## src/rtl/composer_pkg.sv

```systemverilog
// composer_pkg: shared state encodings and playback source selector for the composer sequencer.
package composer_pkg;
    typedef enum logic [3:0] {
        MENU        = 4'd0,
        START       = 4'd1,
        SELECT_MODE = 4'd2,
        SELECT_SONG = 4'd3,
        EDIT        = 4'd4,
        DELETE      = 4'd5,
        INSERT      = 4'd6,
        MAKE_SONG   = 4'd7,
        PLAY_FETCH  = 4'd8,
        PLAY_NOTE   = 4'd9,
        PLAY_WAIT   = 4'd10
    } state_e;
    typedef enum logic {
        SRC_ROM = 1'b0,
        SRC_BUF = 1'b1
    } src_e;
endpackage

```

## src/rtl/note_buffer.sv

```systemverilog
// note_buffer: DEPTH x NOTE_W user note store, one write port, registered one-cycle read.
module note_buffer #(
    parameter int NOTE_W = 5,
    parameter int DEPTH  = 32,
    parameter int AW     = $clog2(DEPTH)
) (
    input  logic              clk,
    input  logic              we_i,
    input  logic [AW-1:0]     waddr_i,
    input  logic [NOTE_W-1:0] wdata_i,
    input  logic [AW-1:0]     raddr_i,
    output logic [NOTE_W-1:0] rdata_o
);
    logic [NOTE_W-1:0] mem_q [DEPTH];
    logic [NOTE_W-1:0] rdata_q;
    always_ff @(posedge clk) begin
        if (we_i) mem_q[waddr_i] <= wdata_i;
        rdata_q <= mem_q[raddr_i];
    end
    assign rdata_o = rdata_q;
endmodule

```

## src/rtl/composer_sequencer.sv

```systemverilog
// composer_sequencer: menu/edit/playback FSM that plays either a preset ROM song or a user-built buffer.
module composer_sequencer
    import composer_pkg::*;
#(
    parameter int NOTE_W         = 5,
    parameter int DEPTH          = 32,
    parameter int TICKS_PER_NOTE = 12500000,
    parameter int INS_HOLD       = 4,
    parameter int CNT_W          = $clog2(DEPTH+1)
) (
    input  logic              clk,
    input  logic              reset,
    input  logic              start,
    input  logic              restart,
    input  logic              make_my_own,
    input  logic              insert,
    input  logic              delete,
    input  logic              end_insert,
    input  logic              play,
    input  logic              play_again,
    input  logic [NOTE_W-1:0] note_in,
    input  logic [NOTE_W-1:0] rom_note,
    input  logic [CNT_W-1:0]  rom_len,
    output logic [CNT_W-1:0]  rom_addr,
    output logic [3:0]        state_code,
    output logic [CNT_W-1:0]  count,
    output logic              is_full,
    output logic              is_empty,
    output logic [NOTE_W-1:0] note_out,
    output logic              note_valid,
    output logic              play_done
);
    localparam int AW   = $clog2(DEPTH);
    localparam int TMAX = TICKS_PER_NOTE > INS_HOLD ? TICKS_PER_NOTE : INS_HOLD;
    localparam int TW   = $clog2(TMAX+1);
    localparam logic [CNT_W-1:0] ONE = CNT_W'(1);

    state_e            state_q, state_d;
    src_e              src_q, src_d;
    logic [CNT_W-1:0]  count_q, count_d, idx_q, idx_d, len_q, len_d;
    logic [TW-1:0]     tick_q, tick_d;
    logic [NOTE_W-1:0] note_q, note_d, buf_rdata, rd_note;
    logic              valid_q, valid_d, done_q, done_d, we;

    note_buffer #(.NOTE_W(NOTE_W), .DEPTH(DEPTH)) u_buf (
        .clk     (clk),
        .we_i    (we),
        .waddr_i (count_q[AW-1:0]),
        .wdata_i (note_in),
        .raddr_i (idx_q[AW-1:0]),
        .rdata_o (buf_rdata)
    );

    assign is_full  = count_q == CNT_W'(DEPTH);
    assign is_empty = count_q == '0;
    assign rd_note  = src_q == SRC_ROM ? rom_note : buf_rdata;

    always_comb begin
        state_d = state_q;
        src_d   = src_q;
        count_d = count_q;
        idx_d   = idx_q;
        len_d   = len_q;
        tick_d  = tick_q;
        note_d  = note_q;
        valid_d = 1'b0;
        we      = 1'b0;
        if (restart && state_q != MENU) begin
            state_d = START;
            count_d = '0;
            idx_d   = '0;
            tick_d  = '0;
        end else begin
            case (state_q)
                MENU:        if (start) state_d = START;
                START:       state_d = SELECT_MODE;
                SELECT_MODE: state_d = make_my_own ? EDIT : SELECT_SONG;
                SELECT_SONG: if (play) begin
                    state_d = PLAY_FETCH;
                    src_d   = SRC_ROM;
                end
                EDIT: begin
                    if (delete && !is_empty) begin
                        state_d = DELETE;
                        count_d = count_q - ONE;
                    end else if (insert && !is_full) begin
                        state_d = INSERT;
                        we      = 1'b1;
                        count_d = count_q + ONE;
                        tick_d  = '0;
                    end else if (end_insert || is_full) begin
                        state_d = MAKE_SONG;
                    end
                end
                DELETE:      state_d = EDIT;
                INSERT: begin
                    tick_d  = tick_q == TW'(INS_HOLD-1) ? '0 : tick_q + TW'(1);
                    state_d = tick_q == TW'(INS_HOLD-1) ? EDIT : INSERT;
                end
                MAKE_SONG:   if (play) begin
                    state_d = PLAY_FETCH;
                    src_d   = SRC_BUF;
                end
                PLAY_FETCH: begin
                    tick_d  = '0;
                    state_d = len_q == '0 ? PLAY_WAIT : PLAY_NOTE;
                end
                // tick 0 latches the read data; ticks 1..TICKS_PER_NOTE sound it
                PLAY_NOTE: begin
                    if (tick_q == TW'(TICKS_PER_NOTE)) begin
                        tick_d = '0;
                        if (idx_q + ONE < len_q) begin
                            state_d = PLAY_FETCH;
                            idx_d   = idx_q + ONE;
                        end else begin
                            state_d = PLAY_WAIT;
                        end
                    end else begin
                        tick_d  = tick_q + TW'(1);
                        valid_d = 1'b1;
                        if (tick_q == '0) note_d = rd_note;
                    end
                end
                PLAY_WAIT:   if (play_again) state_d = PLAY_FETCH;
                default:     state_d = MENU;
            endcase
            if (state_d == PLAY_FETCH && state_q != PLAY_NOTE) begin
                idx_d = '0;
                len_d = src_d == SRC_ROM ? rom_len : count_q;
            end
        end
        done_d = state_d == PLAY_WAIT && state_q != PLAY_WAIT;
    end

    always_ff @(posedge clk) begin
        if (reset) begin
            state_q <= MENU;
            src_q   <= SRC_ROM;
            count_q <= '0;
            idx_q   <= '0;
            len_q   <= '0;
            tick_q  <= '0;
            note_q  <= '0;
            valid_q <= 1'b0;
            done_q  <= 1'b0;
        end else begin
            state_q <= state_d;
            src_q   <= src_d;
            count_q <= count_d;
            idx_q   <= idx_d;
            len_q   <= len_d;
            tick_q  <= tick_d;
            note_q  <= note_d;
            valid_q <= valid_d;
            done_q  <= done_d;
        end
    end

    assign state_code = state_q;
    assign count      = count_q;
    assign rom_addr   = idx_q;
    assign note_out   = note_q;
    assign note_valid = valid_q;
    assign play_done  = done_q;
endmodule
```

## config.mk

```make
export PLATFORM = sky130hd
export DESIGN_NAME = composer_sequencer
export DESIGN_NICKNAME = d
export VERILOG_FILES = /design/src/rtl/composer_pkg.sv /design/src/rtl/note_buffer.sv /design/src/rtl/composer_sequencer.sv
export SDC_FILE = /design/constraint.sdc
export NUM_CORES = 1
export LEC_CHECK = 0
export CAP_MARGIN = 20
export CORE_ASPECT_RATIO = 1.5
export CORE_MARGIN = 2
export CORE_UTILIZATION = 38
export CTS_BUF_LIST = sky130_fd_sc_hd__clkbuf_16
export DETAILED_ROUTE_END_ITERATION = 7
export REMOVE_ABC_BUFFERS = 1
export SETUP_SLACK_MARGIN = 0.02
export SYNTH_ARGS = -nofsm -noshare
export SYNTH_HDL_FRONTEND = slang
export SYNTH_SLANG_ARGS = --single-unit
```

## constraint.sdc

```tcl
create_clock -name clk -period 5 [get_ports clk]
set_input_delay 1 -clock clk [delete_from_list [all_inputs] [get_ports clk]]
set_output_delay 1 -clock clk [all_outputs]
set_load 0.02 [all_outputs]
```

==> impl_metrics.py <==
metrics = {
    "clock_network": {
        "cts_made_buffers": 23,
        "cts_setup_buffers": 0,
        "ctsHtreeMaxLevel": 1,
        "cts.clk_slew.worst_paths_ns": 0.06,
        "cts_root_buf": "clkbuf_16",
        "cts.repair.resized": 0,
        "clk_latency_ns": 0.52,
        "cts_tree": "yes",
        "cts_buffer_depth": 3,
        "hold_buffers": 0,
        "cts_sinks": 219,
    },
    "drt": {
        "wire_per_inst_um": 22.1,
        "route.detailed.drc": 0,
        "first_iter_violations": 633,
        "vias": 6326,
        "viasPerCell": 5.78,
        "drtAntennaViolNets": 0,
        "wl_mm": 24.2,
        "drt_pre_antenna_iters": 8,
    },
    "synthesis": {
        "synth_commonest_cells": "edfxtp_1, nor2_1, dfxtp_1",
        "synth_edf_count": 160,
        "yosysTopAreaCell": "edfxtp_1",
        "synth_cells": 704,
        "yosysMostFrequentCell": "edfxtp_1",
        "ys_ff_latch": 219,
        "yosysWarnings": 0,
        "syn_area_per_cell_sq_um": 14.1,
        "synth_top_area_share_pct": 48.5,
        "synth_area_sq_mm": 0.00991,
        "async_flop_share_pct": 0,
        "ys.flop_type": "edfxtp_1",
        "yosysSeqAreaShare_pct": 60.4,
        "netlist_top_cells_area": "edfxtp_1, dfxtp_1, mux4_2",
        "ys_types": 65,
    },
    "setup_path": {
        "crit_required_ns": 4.00,
        "crit_arrival_ns": 2.75,
        "path_max_fanout": 13,
        "critical_path_class": "reg2out",
        "worstSetupStartpointType": "register",
        "endpoint_kind": "output port",
    },
    "pwr": {
        "power.density_mw_per_mm2": 367,
        "leakagePower_uw": 0.00357,
        "ir_drop_mv": 0.352,
    },
    "floorplan": {
        "die_x_um": 136,
        "boundaryPins": 51,
        "die-height_um": 202,
        "die-area_sq_mm": 0.0274,
        "start_util_pct": 38.5,
        "rows": 72,
        "core-area_sq_mm": 0.0258,
    },
    "sta": {
        "post-route-period-util_pct": 75.0,
        "hold_viol": 0,
        "min_period_ns": 3.75,
        "tightest_slew_ns": 1.00,
        "finClkSkew_ns": 0.0215,
        "rsz0062_at_grt": "no",
        "whs_ns": 0.504,
        "max_freq_mhz": 267,
        "slew_viol_final": 0,
        "tns_ns": 0,
        "slew_headroom_pct": 32.5,
        "setup_viol": 0,
    },
    "outcome": {
        "status": "finished, final reports clean",
    },
    "global_routing": {
        "grt_pass1_vias": 6618,
        "grt_overflow": 0,
        "grt_pass1_wl_mm": 37.3,
        "grt_max_degree": 31,
        "antenna_found_initial": 0,
        "track_usage_pct": 17.7,
    },
    "place": {
        "io_buffers": 50,
        "dpl.hpwl_mm": 16.9,
        "place.gp.congestion": 0.876,
    },
    "layout": {
        "finalNetCount": 786,
        "area_growth_pct": 16.5,
        "n_antenna_cell": 0,
        "layout-drive-gt1-share_pct": 16.7,
    },
    "job": {
        "max-cap-violations": 0,
    },
    "hold_path": {
        "hold_path.class": "reg2reg",
    },
}
metrics by stage:
| stage | util, % | std cells | setup WS [ns] | cell area, sq um | power, uW |
|---|---|---|---|---|---|
| 2_1_floorplan | - | 662 | 0.590 | 9730 | 2330 |
| 3_3_place_gp | 41.5 | 1049 | 1.18 | 10700 | 2500 |
| 3_5_place_dp | 41.8 | 1054 | 1.07 | 10800 | 2510 |
| 4_1_cts | 44.8 | 1094 | 1.22 | 11500 | 4270 |
| 5_1_grt | 44.8 | 1095 | 1.12 | 11600 | 4390 |
| 6_report | 44.8 | 1095 | 1.25 | 11600 | 4240 |
cell families (layout without fill, tap and decap cells):
family / Yosys count / after routing / synth area share (%)
AO/OA/AOI/OAI: 121 / 121 / 8.59
flip-flops: 219 / 219 / 60.4
multiplexers: 77 / 77 / 14.4
buffers and inverters: 66 / 124 / 2.81
XOR/XNOR: 11 / 11 / 0.972
AND/OR/NAND/NOR: 197 / 197 / 11.1
adder cells (fa/ha/maj): 13 / 13 / 1.72
layout make-up:
class                           count  area, sq um
Fill cell                        2327        14200
Timing Repair Buffer               60          611
Clock inverter                     17          210
Sequential cell                   219         5990
Clock buffer                       23          576
Multi-Input combinational cell    419         3660
Inverter                           24         90.1
Tap cell                          333          417
path summary, 6_finish.rpt:
path | start | to | slack (ns) | cells after the start
worst max register to register | state_code[2] | u_buf.mem_q[19][1] | 1.52 | 4
worst min-delay path | note_out[0] | note_out[0] | 0.50 | 2
worst min register to register | note_out[0] | note_out[0] | 0.50 | 2
worst max-delay path | count[3] | is_empty | 1.25 | 4
cell usage in the layout (no fill, tap or decap), drive strengths merged, types with 6 or more instances in the layout:
cell type / netlist / final
edfxtp: 160 / 160
nor2: 68 / 68
dfxtp: 59 / 59
mux4: 50 / 50
clkdlybuf4s50: 0 / 50
a21oi: 31 / 31
inv: 24 / 29
clkbuf: 24 / 23
nand2: 18 / 18
o31ai: 18 / 18
nand3: 17 / 17
mux2i: 16 / 16
nand4: 16 / 16
or4: 15 / 15
nor3: 14 / 14
o21ai: 12 / 12
ha: 12 / 12
o211ai: 11 / 11
mux2: 11 / 11
a211oi: 10 / 10
buf: 18 / 10
nor4: 8 / 8
xnor2: 7 / 7
a22oi: 7 / 7
clkinv: 0 / 6
report_power, final:
| part | switching, uW | total, uW | internal, uW |
|---|---|---|---|
| Combinational | 255 | 428 | 173 |
| Sequential | 72.0 | 2050 | 1970 |
| Clock | 714 | 1770 | 1060 |
| Total | 1040 | 4240 | 3200 |
state kept, by name, indices dropped and copies added (netlist names):
signal and cells:
note_valid 1, play_done 1, note_out 5, tick_q 24
src_q 1, rom_addr 6, count 6, state_code 4
u_buf.mem_q 160, len_q 6, u_buf.rdata_o 5
worst max-delay path: stages, from the launching register on:
cell	delay, ns
dfxtp_1	0.52
nor3_1	0.69
nand3b_1	0.31
inv_1	0.11
clkdlybuf4s50_1	0.61
routing by layer:
| layer | up-vias | wire length, um | GRT usage, % |
|---|---|---|---|
| li1 | 2870 | - | - |
| met1 | 3188 | 9450 | 21.1 |
| met2 | 234 | 12800 | 32.8 |
| met3 | 34 | 1440 | 2.43 |
| met4 | 0 | 536 | 5.21 |
| met5 | - | 0 | 0 |
Power figures use the tool's default switching activity.
==> edit 1 (config.mk and constraints unchanged) <==
`NOTE_W` is set to 5 in 2 places; all go to 10.
--- a/src/rtl/note_buffer.sv
+++ b/src/rtl/note_buffer.sv
@@ -1,6 +1,6 @@
 // note_buffer: DEPTH x NOTE_W user note store, one write port, registered one-cycle read.
 module note_buffer #(
-    parameter int NOTE_W = 5,
+    parameter int NOTE_W = 10,
     parameter int DEPTH  = 32,
     parameter int AW     = $clog2(DEPTH)
 ) (
--- a/src/rtl/composer_sequencer.sv
+++ b/src/rtl/composer_sequencer.sv
@@ -2,7 +2,7 @@
 module composer_sequencer
     import composer_pkg::*;
 #(
-    parameter int NOTE_W         = 5,
+    parameter int NOTE_W         = 10,
     parameter int DEPTH          = 32,
     parameter int TICKS_PER_NOTE = 12500000,
     parameter int INS_HOLD       = 4,
Interface: changed (resized note_in, note_out and rom_note); port bits go from 51 to 66. The function was not compared with the original's and may differ.
==> edit 1 against the original RTL <==
Cell area rose by 64%; sequential cell count rose by 170; synthesized cell count increased by 37%; worst hold slack lost 9.8 ps; area after synthesis grew 64%; die area is 62% higher; final cell count is 50% higher; wire length grew 62%; clock skew shrank 4.5 ps; setup slack improved by 20 ps; power increased by 68%; count of clock-buffer cells in the layout is 18 higher; highest routed layer unchanged; combinational power up 33%; fmax is 0.53% higher.
==> edit 1: results (changes against the original RTL) <==
[status]
status=finished clean  ; unchanged

[placed_design]
globalplace.congestion=0.785  ; was 0.876
io_buffers=65  ; was 50
place_ws_ps=876  ; was 1070 ps
dp_hpwl_um=26200  ; was 16900 um
placedInstanceArea_sq_mm=0.0177  ; was 0.0108 sq mm

[yosys]
synthAdderAreaFrac_pct=1.05  ; was 1.72%
yosys.area_share.xor_xnor_pct=0.377  ; was 0.972%
synth-compound-area-share_pct=5.38  ; was 8.59%
netlist_top_cells_area=edfxtp_1 59%, mux4_2 14%, dfxtp_1 8.5%, nor2_1 1.6%, mux2_2 1.4%  ; was edfxtp_1 48%, dfxtp_1 12%, mux4_2 11%, nor2_1 2.6%, mux2i_1 1.6%
netlist_top_cells_count=320 x edfxtp_1, 100 x mux4_2, 69 x dfxtp_1  ; was 160 x edfxtp_1, 68 x nor2_1, 59 x dfxtp_1
synthCells=964  ; was 704
yosysSeqAreaShare_pct=67.6  ; was 60.4%
synth_edf_count=320  ; was 160
synthDistinctLibCells=69  ; was 65
avgSynthCellArea_sq_um=16.9  ; was 14.1 sq um

[cells_and_area]
nClkBuffers=41  ; was 23
final_nets=1101  ; was 786
nMultiInputCombCells=503  ; was 419
layout.nonclk_buf_share_pct=5.10  ; was 5.29%
final-clk-cell-share_pct=6.88  ; was 6.80%
fillers=3669  ; was 2327
n_antenna_cell=1  ; was 0
buffers=104  ; was 60
multi_input_area_sq_mm=0.00496  ; was 0.00366 sq mm
syn_to_final_growth_pct=16.9  ; was 16.5%
inv_count=15  ; was 24
drive_gt1_share_pct=21.3  ; was 16.7%
stdcell_count=1647  ; was 1095
seqAreaFraction_pct=57.9  ; was 51.8%
reg_top3=u_buf.mem_q: 320 flops, tick_q: 24 flops  ; was u_buf.mem_q: 160 flops, tick_q: 24 flops

[worst_setup_path]
crit_fanout=43  ; was 13
slowest_stage=dfxtp_4  ; was nor3_1
cp_top_family=buffers and inverters  ; was simple AND/OR/NAND/NOR gates
cpPeakStageDelay_ps=750  ; was 690 ps
cp.arrival_ps=2730  ; was 2750 ps
r2r_slack_ps=1470  ; was 1520 ps

[clocking]
cts_buffers=39  ; was 23
cts_buffer_depth=3  ; unchanged
cts_sinks=389  ; was 219
cts_max_level=2  ; was 1
post_cts_buffers=0  ; unchanged

[power_and_ir_drop]
vdd.ir_drop.worst_mv=0.211  ; was 0.352 mV
power.leakage_nw=5.84  ; was 3.57 nW

[grt]
grt_max_degree=45  ; was 31
antenna_found_initial=0  ; unchanged
track_usage_pct=17.6  ; was 17.7%
grt_pass1_wl_um=58900  ; was 37300 um
grt_pass1_vias=9172  ; was 6618

[timing]
worst_pin_slew_ps=1060  ; was 1000 ps
hold_ws_ps=494  ; was 504 ps
skew_ps=17.0  ; was 21.5 ps
max_freq_mhz=268  ; was 267 MHz

[routing]
via_per_inst=5.45  ; was 5.78
first_pass_iters=5  ; was 8
drtIter0Drc=787  ; was 633
post_drt_wl_per_cell_um=23.8  ; was 22.1 um

[edit 1: changes by cell type after synthesis, moves of 9 or more]
| cell | delta |
|---|---|
| a21oi_1 | +11 |
| dfxtp_1 | +10 |
| inv_1 | -9 |
| edfxtp_1 | +160 |
| mux2_2 | +15 |
| nand2_1 | +16 |
| mux4_2 | +50 |
[edit 1: path summary, 6_finish.rpt]
check | depth (start not counted) | startpoint | endpoint
setup reg to reg | 5 | state_code[1] | u_buf.mem_q[8][4]
hold reg to reg | 2 | tick_q[16] | tick_q[16]
hold / removal | 2 | tick_q[16] | tick_q[16]
setup / recovery | 2 | rom_addr[1] | rom_addr[1]
[edit 1: layer usage]
metal,GRT usage (%),up-vias,routed length (um)
li1,-,4077,-
met1,21.1,4592,15400
met2,31.7,237,20700
met3,2.50,69,1500
met4,7.44,0,1570
met5,0,-,0
[edit 1: power breakdown]
part	total (mW)	internal [mW]	switching [mW]
Clock	2.95	1.75	1.21
Combinational	0.568	0.224	0.344
Sequential	3.61	3.53	0.0785
Total	7.13	5.51	1.63
==> edit 2 (same settings) <==
Made on the original files. Add an input register stage for `play_again`, with the module's reset; this delays it by one clock. The other inputs are not delayed to match.
--- a/src/rtl/composer_sequencer.sv
+++ b/src/rtl/composer_sequencer.sv
@@ -34,6 +34,16 @@
     localparam int TMAX = TICKS_PER_NOTE > INS_HOLD ? TICKS_PER_NOTE : INS_HOLD;
     localparam int TW   = $clog2(TMAX+1);
     localparam logic [CNT_W-1:0] ONE = CNT_W'(1);
+
+    logic play_again_q;
+
+    always_ff @(posedge clk) begin
+        if (reset) begin
+            play_again_q <= '0;
+        end else begin
+            play_again_q <= play_again;
+        end
+    end
 
     state_e            state_q, state_d;
     src_e              src_q, src_d;
@@ -121,7 +131,7 @@
                         if (tick_q == '0) note_d = rd_note;
                     end
                 end
-                PLAY_WAIT:   if (play_again) state_d = PLAY_FETCH;
+                PLAY_WAIT:   if (play_again_q) state_d = PLAY_FETCH;
                 default:     state_d = MENU;
             endcase
             if (state_d == PLAY_FETCH && state_q != PLAY_NOTE) begin
Formal check against the unedited RTL: not equivalent (Yosys sat finds a counterexample within 10 cycles, from zero or initial values and one cycle with reset high).
==> edit 2 against the original RTL <==
Count of clock-buffer cells in the layout stayed put; sequential cell count rose by 1; setup slack gained 110 ps; clock skew shrank 11 ps; fmax rose by 3.1%; synthesized cell count shrank 7.2%; via count shrank 10%; sequential share of layout area is 2.0 points higher; wire length is 9.3% lower; cell area shrank 3.4%; power fell by 1.7%; area after synthesis down 3.2%; highest routed layer unchanged.
==> edit 2: results (changes against the original RTL) <==
[cells_and_area]
n_antenna_cell=0  ; unchanged
final_cell_area_sq_mm=0.0112  ; was 0.0116 sq mm
final_nets=745  ; was 786
fillers=2161  ; was 2327
drive_gt1_share_pct=16.8  ; was 16.7%
reg_top3=u_buf.mem_q: 160 flops, tick_q: 24 flops  ; unchanged

[placed_design]
globalplace.congestion=0.847  ; was 0.876
placedInstanceArea_sq_mm=0.0104  ; was 0.0108 sq mm
dp_hpwl_um=15300  ; was 16900 um
dp_cells=1010  ; was 1054
place_ws_ps=1530  ; was 1070 ps

[yosys]
synthCells=653  ; was 704
yosysSeqAreaShare_pct=62.6  ; was 60.4%
netlist_top_cells_count=160 x edfxtp_1, 89 x nor2_1, 60 x dfxtp_1  ; was 160 x edfxtp_1, 68 x nor2_1, 59 x dfxtp_1
synthDistinctLibCells=61  ; was 65
async_reset_ff_share_pct=0  ; unchanged
netlist_top_cells_area=edfxtp_1 50%, dfxtp_1 13%, mux4_2 12%, nor2_1 3.5%, ha_1 1.6%  ; was edfxtp_1 48%, dfxtp_1 12%, mux4_2 11%, nor2_1 2.6%, mux2i_1 1.6%

[grt]
grt.overflow.total=0  ; unchanged
track_usage_pct=16.8  ; was 17.7%
grt_max_degree=33  ; was 31
grt_pass1_wl_um=34500  ; was 37300 um
grt_pass1_vias=5946  ; was 6618

[power_and_ir_drop]
power.leakage_nw=3.59  ; was 3.57 nW
vdd.ir_drop.worst_mv=0.260  ; was 0.352 mV

[routing]
vias=5687  ; was 6326
post_drt_wl_per_cell_um=20.9  ; was 22.1 um
drtIter0Drc=410  ; was 633
wl_um=21900  ; was 24200 um
first_pass_iters=5  ; was 8

[clocking]
cts_buffer_depth=3  ; unchanged
cts_root_buf=clkbuf_16  ; unchanged
cts_buffers=22  ; was 23
cts_max_level=1  ; unchanged

[worst_setup_path]
r2r_slack_ps=1760  ; was 1520 ps
cp.arrival_ps=2640  ; was 2750 ps
crit_fanout=11  ; was 13

[hold_path]
min_path_type=register to register  ; unchanged

[timing]
worst_pin_slew_ps=915  ; was 1000 ps
skew_ps=10.9  ; was 21.5 ps

[status]
status=finished clean  ; unchanged

edit 2: cell types whose count changed in the layout (fill, tap and decap cells not counted), moves of 11 or more:
cell and change:
o211ai_1 -11, or4_1 -15, xor2_1 +13, nor2_1 +21
o31ai_1 -15, a21oi_1 -13
edit 2: power by group:
group	switching (mW)	internal, mW	leakage [nW]	total [mW]
Combinational	0.248	0.169	1.29	0.417
Sequential	0.0725	1.98	1.92	2.05
Clock	0.702	1.00	0.374	1.71
edit 2: final timing paths:
| kind | from | endpoint | depth (start not counted) |
|---|---|---|---|
| min | note_out[3] | note_out[3] | 2 |
| min reg2reg | note_out[3] | note_out[3] | 2 |
| max reg2reg | count[0] | count[5] | 11 |
| max | count[0] | is_empty | 4 |
edit 2: worst max-delay path: stages, from the launching register on:
cell             delay (ps)
dfxtp_1                 380
or2_1                   510
or4_4                   550
inv_1                   100
clkdlybuf4s50_1         610
edit 2: metal layers:
metal  vias up  routed length [um]  part of all wire [%]  global-route usage [%]
li1       2619                   -                     -                       -
met1      2883                8390                    38                    19.5
met2       146               11900                    54                    31.7
met3        39                1030                   4.7                    2.85
met4         0                 580                   2.6                    4.96
met5         -                   0                     0                       0
edit 2: kinds of logic after synthesis:
family                   after synthesis  share of synthesized area (%)
multiplexers                          76                           14.7
buffers and inverters                 46                           2.49
AO/OA/AOI/OAI                         57                           4.29
XOR/XNOR                              32                           2.92
AND/OR/NAND/NOR                      209                           11.2
flip-flops                           220                           62.6
adder cells (fa/ha/maj)               13                           1.77
edit 2: stage by stage:
step / hold slack, ps / total power [mW]
2_1_floorplan: 485 / 2.33
5_1_grt: 552 / 4.34
4_1_cts: 520 / 4.21
3_5_place_dp: 496 / 2.51
3_3_place_gp: 477 / 2.50
6_report: 518 / 4.17
edit 2: cell type report:
type	count	area share, %
clock buffers	23	5.16
clock inverters	16	1.61
inverters	15	0.505
multi-input cells	387	30.0
flip-flops and latches	220	53.9
well taps	328	3.68
repair buffers	60	5.16
